File: src/rtl/risc_pipe_pkg.sv
// Shared pipeline encodings: writeback sources, load funct3 codes, exception codes, M2 state.
package risc_pipe_pkg;

  localparam logic [2:0] WB_NONE = 3'd0;
  localparam logic [2:0] WB_ALU  = 3'd1;
  localparam logic [2:0] WB_LOAD = 3'd2;
  localparam logic [2:0] WB_PC4  = 3'd3;
  localparam logic [2:0] WB_CSR  = 3'd4;

  localparam logic [2:0] MEM_LB  = 3'b000;
  localparam logic [2:0] MEM_LH  = 3'b001;
  localparam logic [2:0] MEM_LW  = 3'b010;
  localparam logic [2:0] MEM_LBU = 3'b100;
  localparam logic [2:0] MEM_LHU = 3'b101;

  localparam logic [1:0] EXC_NONE  = 2'd0;
  localparam logic [1:0] EXC_MIS   = 2'd1;
  localparam logic [1:0] EXC_FAULT = 2'd2;

  typedef enum logic [1:0] {ST_RUN, ST_WAIT, ST_DRAIN} m2_state_t;

endpackage

File: src/rtl/m2_stage_if.sv
// M1->M2 register outputs, data-memory load response and M2->WB / hazard-unit outputs.
interface m2_stage_if;
  logic [31:0] result;
  logic [4:0]  rd;
  logic [2:0]  wb_src;
  logic [31:0] pc;
  logic [4:0]  mem_op;
  logic [15:0] csr_op;
  logic [31:0] csr_dataout;
  logic [31:0] csr_result;
  logic        flush;
  logic        dmem_rvalid;
  logic [31:0] dmem_rdata;
  logic        dmem_rerr;

  logic        stall;
  logic        fwd_valid;
  logic [4:0]  fwd_rd;
  logic [31:0] fwd_data;
  logic        wb_valid;
  logic        wb_we;
  logic [4:0]  wb_rd;
  logic [31:0] wb_data;
  logic [31:0] wb_pc;
  logic [15:0] wb_csr_op;
  logic [31:0] wb_csr_result;
  logic [1:0]  wb_exc;

  modport slave (
    input  result, rd, wb_src, pc, mem_op, csr_op, csr_dataout, csr_result, flush,
           dmem_rvalid, dmem_rdata, dmem_rerr,
    output stall, fwd_valid, fwd_rd, fwd_data, wb_valid, wb_we, wb_rd, wb_data, wb_pc,
           wb_csr_op, wb_csr_result, wb_exc
  );

  modport master (
    output result, rd, wb_src, pc, mem_op, csr_op, csr_dataout, csr_result, flush,
           dmem_rvalid, dmem_rdata, dmem_rerr,
    input  stall, fwd_valid, fwd_rd, fwd_data, wb_valid, wb_we, wb_rd, wb_data, wb_pc,
           wb_csr_op, wb_csr_result, wb_exc
  );
endinterface

File: src/rtl/m2_stage_load_align.sv
// Load data lane select plus sign/zero extension and alignment check.
module load_align
  import risc_pipe_pkg::*;
(
  input  logic [2:0]  funct3,
  input  logic [1:0]  offset,
  input  logic [31:0] rdata,
  output logic [31:0] data,
  output logic        misaligned
);
  logic [7:0]  byte_v;
  logic [15:0] half_v;

  assign byte_v = rdata[{offset, 3'b000} +: 8];
  assign half_v = rdata[{offset[1], 4'b0000} +: 16];

  always_comb begin
    data       = rdata;
    misaligned = 1'b0;
    case (funct3)
      MEM_LB:  data = {{24{byte_v[7]}}, byte_v};
      MEM_LBU: data = {24'd0, byte_v};
      MEM_LH: begin
        data       = {{16{half_v[15]}}, half_v};
        misaligned = offset[0];
      end
      MEM_LHU: begin
        data       = {16'd0, half_v};
        misaligned = offset[0];
      end
      MEM_LW:  misaligned = (offset != 2'b00);
      default: data = rdata;
    endcase
  end
endmodule

File: src/rtl/m2_stage.sv
// Second memory stage: completes loads, selects the writeback value, registers M2->WB,
// stalls the front of the pipe while a load response is outstanding.
module m2_stage
  import risc_pipe_pkg::*;
#(
  parameter int RSP_TIMEOUT = 16
) (
  input logic        clk,
  input logic        nrst,
  m2_stage_if.slave  bus
);
  localparam int CW = $clog2(RSP_TIMEOUT) + 1;

  m2_state_t   state, state_n;
  logic [CW-1:0] cnt, cnt_n;
  logic [31:0] ld_data, sel_data;
  logic        ld_mis, is_load, is_store, mis_load, aln_load, bubble_in, timeout;
  logic        ret, we_n;
  logic [1:0]  exc;

  load_align u_align (
    .funct3     (bus.mem_op[2:0]),
    .offset     (bus.result[1:0]),
    .rdata      (bus.dmem_rdata),
    .data       (ld_data),
    .misaligned (ld_mis)
  );

  assign is_load   = bus.mem_op[4];
  assign is_store  = bus.mem_op[3] && !bus.mem_op[4];
  assign mis_load  = is_load && ld_mis;
  assign aln_load  = is_load && !ld_mis;
  assign bubble_in = (bus.wb_src == WB_NONE) && (bus.mem_op == 5'd0) && (bus.csr_op == 16'd0);
  assign timeout   = (state == ST_WAIT) && (cnt == CW'(RSP_TIMEOUT - 1));

  always_comb begin
    sel_data = 32'd0;
    case (bus.wb_src)
      WB_ALU:  sel_data = bus.result;
      WB_LOAD: sel_data = ld_data;
      WB_PC4:  sel_data = bus.pc + 32'd4;
      WB_CSR:  sel_data = bus.csr_dataout;
      default: sel_data = 32'd0;
    endcase
  end

  // flush wins over every retire path; a killed load with its response still
  // in flight sends us to DRAIN so the orphan response is swallowed
  always_comb begin
    state_n   = state;
    cnt_n     = cnt;
    bus.stall = 1'b0;
    ret       = 1'b0;
    exc       = EXC_NONE;
    case (state)
      ST_RUN: begin
        if (bus.flush) begin
          if (aln_load && !bus.dmem_rvalid) state_n = ST_DRAIN;
        end else if (aln_load && !bus.dmem_rvalid) begin
          bus.stall = 1'b1;
          state_n   = ST_WAIT;
          cnt_n     = '0;
        end else begin
          ret = !bubble_in;
          if (mis_load)                       exc = EXC_MIS;
          else if (aln_load && bus.dmem_rerr) exc = EXC_FAULT;
        end
      end
      ST_WAIT: begin
        if (bus.flush) begin
          state_n = bus.dmem_rvalid ? ST_RUN : ST_DRAIN;
          cnt_n   = '0;
        end else if (bus.dmem_rvalid) begin
          ret     = 1'b1;
          exc     = bus.dmem_rerr ? EXC_FAULT : EXC_NONE;
          state_n = ST_RUN;
          cnt_n   = '0;
        end else if (timeout) begin
          ret     = 1'b1;
          exc     = EXC_FAULT;
          state_n = ST_DRAIN;
          cnt_n   = '0;
        end else begin
          bus.stall = 1'b1;
          cnt_n     = cnt + CW'(1);
        end
      end
      ST_DRAIN: begin
        bus.stall = 1'b1;
        if (bus.dmem_rvalid) state_n = ST_RUN;
      end
      default: state_n = ST_RUN;
    endcase
  end

  assign we_n = ret && (bus.wb_src != WB_NONE) && (bus.rd != 5'd0) && (exc == EXC_NONE) && !is_store;

  assign bus.fwd_valid = (state != ST_DRAIN) &&
                         ((bus.wb_src == WB_ALU) || (bus.wb_src == WB_PC4) || (bus.wb_src == WB_CSR) ||
                          (aln_load && bus.dmem_rvalid && !bus.dmem_rerr));
  assign bus.fwd_rd    = bus.rd;
  assign bus.fwd_data  = sel_data;

  always_ff @(posedge clk) begin
    if (!nrst) begin
      state             <= ST_RUN;
      cnt               <= '0;
      bus.wb_valid      <= 1'b0;
      bus.wb_we         <= 1'b0;
      bus.wb_rd         <= 5'd0;
      bus.wb_data       <= 32'd0;
      bus.wb_pc         <= 32'd0;
      bus.wb_csr_op     <= 16'd0;
      bus.wb_csr_result <= 32'd0;
      bus.wb_exc        <= EXC_NONE;
    end else begin
      state             <= state_n;
      cnt               <= cnt_n;
      bus.wb_valid      <= ret;
      bus.wb_we         <= we_n;
      bus.wb_rd         <= ret ? bus.rd : 5'd0;
      bus.wb_data       <= ret ? sel_data : 32'd0;
      bus.wb_pc         <= ret ? bus.pc : 32'd0;
      bus.wb_csr_op     <= ret ? bus.csr_op : 16'd0;
      bus.wb_csr_result <= ret ? bus.csr_result : 32'd0;
      bus.wb_exc        <= ret ? exc : EXC_NONE;
    end
  end
endmodule

File: src/flat_wrapper.sv
// flat-port wrapper written by rule: the top's interface ports become plain ports
module m2_stage_flat import risc_pipe_pkg::*;
#(
  parameter int RSP_TIMEOUT = 16
)
  (clk, nrst, bus_result, bus_rd, bus_wb_src, bus_pc, bus_mem_op, bus_csr_op, bus_csr_dataout, bus_csr_result, bus_flush, bus_dmem_rvalid, bus_dmem_rdata, bus_dmem_rerr, bus_stall, bus_fwd_valid, bus_fwd_rd, bus_fwd_data, bus_wb_valid, bus_wb_we, bus_wb_rd, bus_wb_data, bus_wb_pc, bus_wb_csr_op, bus_wb_csr_result, bus_wb_exc);
  m2_stage_if bus_i ();
  input logic clk;
  input logic nrst;
  input wire logic [$bits(bus_i.result)-1:0] bus_result;
  input wire logic [$bits(bus_i.rd)-1:0] bus_rd;
  input wire logic [$bits(bus_i.wb_src)-1:0] bus_wb_src;
  input wire logic [$bits(bus_i.pc)-1:0] bus_pc;
  input wire logic [$bits(bus_i.mem_op)-1:0] bus_mem_op;
  input wire logic [$bits(bus_i.csr_op)-1:0] bus_csr_op;
  input wire logic [$bits(bus_i.csr_dataout)-1:0] bus_csr_dataout;
  input wire logic [$bits(bus_i.csr_result)-1:0] bus_csr_result;
  input wire logic [$bits(bus_i.flush)-1:0] bus_flush;
  input wire logic [$bits(bus_i.dmem_rvalid)-1:0] bus_dmem_rvalid;
  input wire logic [$bits(bus_i.dmem_rdata)-1:0] bus_dmem_rdata;
  input wire logic [$bits(bus_i.dmem_rerr)-1:0] bus_dmem_rerr;
  output wire logic [$bits(bus_i.stall)-1:0] bus_stall;
  output wire logic [$bits(bus_i.fwd_valid)-1:0] bus_fwd_valid;
  output wire logic [$bits(bus_i.fwd_rd)-1:0] bus_fwd_rd;
  output wire logic [$bits(bus_i.fwd_data)-1:0] bus_fwd_data;
  output wire logic [$bits(bus_i.wb_valid)-1:0] bus_wb_valid;
  output wire logic [$bits(bus_i.wb_we)-1:0] bus_wb_we;
  output wire logic [$bits(bus_i.wb_rd)-1:0] bus_wb_rd;
  output wire logic [$bits(bus_i.wb_data)-1:0] bus_wb_data;
  output wire logic [$bits(bus_i.wb_pc)-1:0] bus_wb_pc;
  output wire logic [$bits(bus_i.wb_csr_op)-1:0] bus_wb_csr_op;
  output wire logic [$bits(bus_i.wb_csr_result)-1:0] bus_wb_csr_result;
  output wire logic [$bits(bus_i.wb_exc)-1:0] bus_wb_exc;
  assign bus_i.result = bus_result;
  assign bus_i.rd = bus_rd;
  assign bus_i.wb_src = bus_wb_src;
  assign bus_i.pc = bus_pc;
  assign bus_i.mem_op = bus_mem_op;
  assign bus_i.csr_op = bus_csr_op;
  assign bus_i.csr_dataout = bus_csr_dataout;
  assign bus_i.csr_result = bus_csr_result;
  assign bus_i.flush = bus_flush;
  assign bus_i.dmem_rvalid = bus_dmem_rvalid;
  assign bus_i.dmem_rdata = bus_dmem_rdata;
  assign bus_i.dmem_rerr = bus_dmem_rerr;
  assign bus_stall = bus_i.stall;
  assign bus_fwd_valid = bus_i.fwd_valid;
  assign bus_fwd_rd = bus_i.fwd_rd;
  assign bus_fwd_data = bus_i.fwd_data;
  assign bus_wb_valid = bus_i.wb_valid;
  assign bus_wb_we = bus_i.wb_we;
  assign bus_wb_rd = bus_i.wb_rd;
  assign bus_wb_data = bus_i.wb_data;
  assign bus_wb_pc = bus_i.wb_pc;
  assign bus_wb_csr_op = bus_i.wb_csr_op;
  assign bus_wb_csr_result = bus_i.wb_csr_result;
  assign bus_wb_exc = bus_i.wb_exc;
  m2_stage #(.RSP_TIMEOUT(RSP_TIMEOUT)) u_core (.clk(clk), .nrst(nrst), .bus(bus_i));
endmodule
File: config.mk
export PLATFORM = sky130hd
export DESIGN_NAME = m2_stage_flat
export DESIGN_NICKNAME = d
export VERILOG_FILES = /design/src/rtl/risc_pipe_pkg.sv /design/src/rtl/m2_stage_if.sv /design/src/rtl/m2_stage_load_align.sv /design/src/rtl/m2_stage.sv /design/src/flat_wrapper.sv
export SDC_FILE = /design/constraint.sdc
export NUM_CORES = 1
export LEC_CHECK = 0
export ABC_AREA = 1
export ABC_CLOCK_PERIOD_IN_PS = 4400
export CORE_ASPECT_RATIO = 0.7
export CORE_MARGIN = 2
export CORE_UTILIZATION = 35
export CTS_BUF_LIST = sky130_fd_sc_hd__clkbuf_8
export DETAILED_ROUTE_END_ITERATION = 6
export HOLD_SLACK_MARGIN = 0.06
export MAX_ROUTING_LAYER = met4
export PLACE_DENSITY = 0.72
export SYNTH_ARGS = -nofsm -noshare
export SYNTH_HDL_FRONTEND = slang
export SYNTH_SLANG_ARGS = --single-unit
export TNS_END_PERCENT = 5
File: constraint.sdc
create_clock -name clk -period 4.4 [get_ports clk]
set_input_delay 1.1 -clock clk [delete_from_list [all_inputs] [get_ports clk]]
set_output_delay 1.1 -clock clk [all_outputs]
set_load 0.005 [all_outputs]
**Word-level counts from Yosys, hierarchy flattened**

Index checks and enable logic that the tools add are counted.

- $add $sub $neg: 2
- Multipliers: 0
- Div/mod/pow operators: 0
- $lt $le $gt $ge: 0
- Equality and inequality tests: 16
- Shifts and indexed selects: 2
- Mux-type cells: 39
- Bitwise gates (word level): 0
- Reductions and logical operators: 38

Operators with widths:

| operator | count |
|---|---|
| $pmux 32 s4 | 2 |
| $add 32x3->32 const B | 1 |
| $mux 2 | 16 |
| $shiftx 32x6->16 | 1 |
| $shiftx 32x6->8 | 1 |
| $mux 5 | 5 |
| $logic_not 16->1 | 1 |
| $logic_and 1x1->1 | 15 |
| $mux 1 | 10 |
| $pmux 5 s2 | 1 |
| $eq 3x2->1 const B | 3 |
| $eq 3x3->1 const B | 3 |
| $eq 3x1->1 const B | 2 |
| $logic_not 1->1 | 6 |
| $logic_not 3->1 | 2 |
| $ne 2x2->1 const B | 3 |
| $pmux 2 s3 | 1 |
| $reduce_and 3->1 | 2 |
| $add 5x1->5 const B | 1 |
| $eq 5x4->1 const B | 1 |
| $logic_not 5->1 | 1 |
| $reduce_bool 5->1 | 1 |
| $logic_not 2->1 | 2 |
| $ne 4x3->1 const B | 1 |
| 11 further kinds | 15 |

- Register bits after elaboration: 128
- Bits in latches: 0
- RAM bits: 0
- ROM bits: 0
- Input bits: 194
- Output and inout bits: 160
- Logic and storage cells: 107
- Memories: 0

**Logic depth before layout (Yosys ltp)**

- Word-level depth: 14
- Depth in mapped cells: 12
- Depth with buffers taken out: 11

**Cells and area by module**

From an unflattened synthesis, not the netlist that was laid out.

- Cells, all modules: 1,010
- Area total of the unflattened synthesis: 6,503.7 um^2

Modules (own cells, without submodules):

| module | instances | cells each | area each (um^2) | seq. area each (um^2) |
|---|---|---|---|---|
| m2_stage | 1 | 827 | 5,592.9 | 2,562.5 |
| load_align | 1 | 183 | 910.9 | 0.0 |

**Worst setup path before layout**

No wires, ideal clock.

- Kind: in2out
- From: in bus_result[0]
- To: out bus_fwd_data[21]
- Arrival time: 2.158 ns
- Data required time: 3.300 ns
- Path slack: 1.142 ns
- Stages on the path: 12
- Buffers on the path: 2
- Cells stage by stage: buf_4 inv_4 nand2_1 nand3_1 nand2_1 nand2_2 nand3_2 buf_2 nand2_1 nand2_1 nor2_1 inv_1

- Longest elaborated chain between the ends: 3

Ends and longest elaborated chain:

| item | RTL line | source |
|---|---|---|
| from (decl) | flat_wrapper.sv:10 | `input wire logic [$bits(bus_i.result)-1:0] bus_result;` |
| $shiftx 32x6->8 | m2_stage_load_align.sv:14 | `assign byte_v = rdata[{offset, 3'b000} +: 8];` |
| $pmux 32 s4 | m2_stage_load_align.sv:20 | `case (funct3)` |
| $pmux 32 s4 | m2_stage.sv:38 | `case (bus.wb_src)` |
| to (decl) | flat_wrapper.sv:25 | `output wire logic [$bits(bus_i.fwd_data)-1:0] bus_fwd_data;` |

No other way between the ends.

**Final worst setup path**

- From: in bus_pc[8]
- To: out bus_fwd_data[25]

- Longest elaborated chain between the ends: 2

Ends and longest elaborated chain:

| item | RTL line | source |
|---|---|---|
| from (decl) | flat_wrapper.sv:13 | `input wire logic [$bits(bus_i.pc)-1:0] bus_pc;` |
| $add 32x3->32 | m2_stage.sv:41 | `WB_PC4: sel_data = bus.pc + 32'd4;` |
| $pmux 32 s4 | m2_stage.sv:38 |  |

No other way between the ends.

==> impl_metrics.ini <==
[clocking]
postCtsHoldBufs = 0
post-cts-setup-buffers = 0
clk_pin_slew_ns = 0.09
cts_made_buffers = 17
insertion_delay_ns = 0.46
clock-sinks = 128
cts_tree = yes
clock_tree.root_cell = clkbuf_8
cts_buffer_depth = 2
htree_levels = 4

[pwr]
p_total_mw = 3.036
leakagePower_nw = 5.643
irDropWorstVdd_uv = 197.5
pwr_density_cell_nw_per_um2 = 255.4

[timing]
relSlewSlack_pct = 74.25
period_minus_slack_ns = 4.345
rsz0062_at_grt = true
fin_crit_sh_pct = 98.76
fmax_mhz = 230.1
drv_slew = 0
finalSetupViolCount = 0
tightest_slew_ns = 0.3863
hold_violations = 0
fin_skew_ns = 0.01155

[detailed_routing]
avgRoutedWirePerCell_um = 16.57
firstDrtPassIters = 5
drt_wl_total_um = 29900
drtIter0Drc = 645
ant_nets = 0
vias = 8257
route.detailed.drc = 0
vias_per_cell = 4.575

[floorplanning]
die_y_um = 122.1
start_util_pct = 35.43
coreArea_um2 = 19690
die_w_um = 172.8
dieArea_um2 = 21100
io_pins = 354
row_count = 43

[hold_path]
min_to = u_core.cnt[1]$_SDFFE_PN0P_
hold_start = u_core.cnt[1]$_SDFFE_PN0P_
hold_class = reg2reg
min_path_cells = 2

[setup_path]
r2r_setup_slack_ns = 2.45
arrival_ns = 3.25
r2r-end = u_core.bus.wb_data[28]$_SDFF_PN0_
start_kind = input port
reg2reg_depth = 10
worstPathMaxFanout = 4
cp-end-kind = primary output
crit_type = in2out
required_ns = 3.30
r2r-start = u_core.cnt[0]$_SDFFE_PN0P_

[global_route]
antenna_found_initial = 2
grt_max_degree = 39
grt_pass1_vias = 7723
grt_pass1_wl_um = 44660
grt_use_total_pct = 28.75
gr-total-overflow = 0

[layout]
final_area_um2 = 11890
multi_input_area_um2 = 3510
layout-drive-gt1-share_pct = 18.40
fin_nets = 1716
seq_area_um2 = 2562
fill_cells = 1891
synthToLayoutAreaGrowth_pct = 70.37
stdcell_count = 1805

[placed_design]
portBuffers = 353
dpl_cell_area_um2 = 11270
dp_hpwl_um = 24680
place_congestion = 1.051
dp_cells = 1770

[logic_synthesis]
synth.cell_area_um2 = 6977
netlist_instances = 1094
synthDistinctLibCells = 31
ys_ff_latch = 128
seq_area_frac_synth_pct = 36.73
avgSynthCellArea_um2 = 6.377
synth_fp_nets = 1290
yosys_warnings = 0

[outcome]
status = complete, no violations

[run]
maxCapViolCount = 0
-- critical path: stages --
cell and delay, ns:
clkdlybuf4s50_1 0.58, nand2_1 0.13, nor2_1 0.13, buf_4 0.13
nand2_1 0.10, inv_1 0.12, nand2_1 0.06, nand2_1 0.06
nand2_1 0.10, nor2_1 0.11, nor2_1 0.07, inv_1 0.05
clkdlybuf4s50_1 0.50
-- Yosys cell counts (all sizes together) --
| cell type | n | area, µm² |
|---|---|---|
| a211oi | 2 | 15.01 |
| and2 | 2 | 12.51 |
| clkbuf | 9 | 33.78 |
| nand4 | 4 | 31.28 |
| o211ai | 5 | 37.54 |
| dfxtp | 128 | 2562 |
| nor2 | 270 | 1274 |
| nand2 | 288 | 1094 |
| ha | 2 | 25.02 |
| o21a | 2 | 15.01 |
| a22o | 1 | 8.760 |
| or2 | 2 | 12.51 |
| o22ai | 2 | 12.51 |
| buf | 30 | 327.8 |
| a31oi | 1 | 6.260 |
| inv | 194 | 730.7 |
| o21ai | 31 | 155.2 |
| nand3 | 68 | 350.3 |
| a21oi | 41 | 205.2 |
| nor3 | 10 | 50.05 |
| xor2 | 2 | 17.52 |
-- where the power goes --
part | internal, mW | switching, mW | leakage [nW]
combinational | 0.417 | 0.363 | 4.40
clock | 0.427 | 0.612 | 0.197
sequential | 1.20 | 0.0128 | 1.04
-- per-stage QoR --
stage	setup slack (ns)	setup TNS [ns]	utilization (%)	hold WS (ns)
global route	-0.03881	-0.07220	60.36	0.5418
finish	0.05458	0	60.36	0.5130
floorplan	1.142	0	-	0.4769
CTS	0.001078	0	59.40	0.5169
detailed placement	-0.06298	-0.2231	57.24	0.5044
global placement	-0.09723	-0.4346	57.24	0.4923
-- logic make-up (layout without fill, tap and decap cells) --
logic type | after synthesis | count (layout) | share of synthesized area (%)
buffers and inverters | 233 | 671 | 15.66
flip-flops | 128 | 128 | 36.73
adder cells (fa/ha/maj) | 2 | 2 | 0.3586
other | 0 | 2 | 0
AO/OA/AOI/OAI | 85 | 85 | 6.528
XOR/XNOR | 2 | 2 | 0.2511
AND/OR/NAND/NOR | 644 | 645 | 40.48
-- final cells by class --
class	count	area share, %
flip-flops and latches	128	21.56
repair buffers	445	36.55
diodes	2	0.04211
clock inverters	15	1.347
well taps	270	2.842
inverters	194	6.168
multi-input cells	734	29.53
clock buffers	17	1.968
-- state kept, by name, summed over array words and instances (netlist names) --
register,flops
u_core.bus.wb_exc,2
u_core.bus.wb_rd,5
u_core.bus.wb_csr_result,32
u_core.bus.wb_data,32
u_core.cnt,5
u_core.bus.wb_we,1
u_core.bus.wb_valid,1
u_core.bus.wb_csr_op,16
u_core.bus.wb_pc,32
u_core.state,2
-- cells in the final DEF, fill, tap and decap left out, types with 3 or more instances in the layout --
cell type        synthesis  routed
buf_4                    7      84
clkinv_8                 0       3
dlymetal6s2s_1           0      17
a21oi_1                 41      39
nor3_1                  10       7
o211ai_1                 5       5
nor2_2                 101     127
clkbuf_8                 0      17
inv_8                    0       3
dlygate4sd2_1            0       4
nor2_1                 168     140
clkdlybuf4s50_1          0     332
nand3_2                  2       4
nand4_1                  3       3
o21ai_0                 31      28
dfxtp_1                128     128
nand2_1                283     280
nand3_1                 66      64
inv_1                  190     190
buf_12                  10       6
inv_6                    0       7
nor2_4                   1       3
nor3_2                   0       3
nand2_2                  5       6
-- worst max-delay path by stage --
stage,startpoint,to,cells past startpoint
after floorplan,bus_result[0],bus_fwd_data[21],12
after global placement,bus_pc[2],bus_fwd_data[16],13
after detailed placement,bus_pc[2],bus_fwd_data[16],13
after CTS,bus_pc[3],bus_fwd_data[31],13
after global routing,bus_pc[7],bus_fwd_data[30],12
final,bus_pc[8],bus_fwd_data[25],13
-- per-layer routing --
metal  vias to the layer above  track usage (%)  share of wire, %
li1                       4130                -                 -
met1                      3722            39.42                47
met2                       378            43.30                44
met3                        27            5.899               7.6
met4                         0            7.309               1.6
met5                         -                -                 0
-- what timing repair did --
item	CTS	global route
endpoints found under the setup margin	13	30
resized for setup	14	59
pin swaps	2	4
gates cloned	0	1
(Power assumes the default switching activity.)
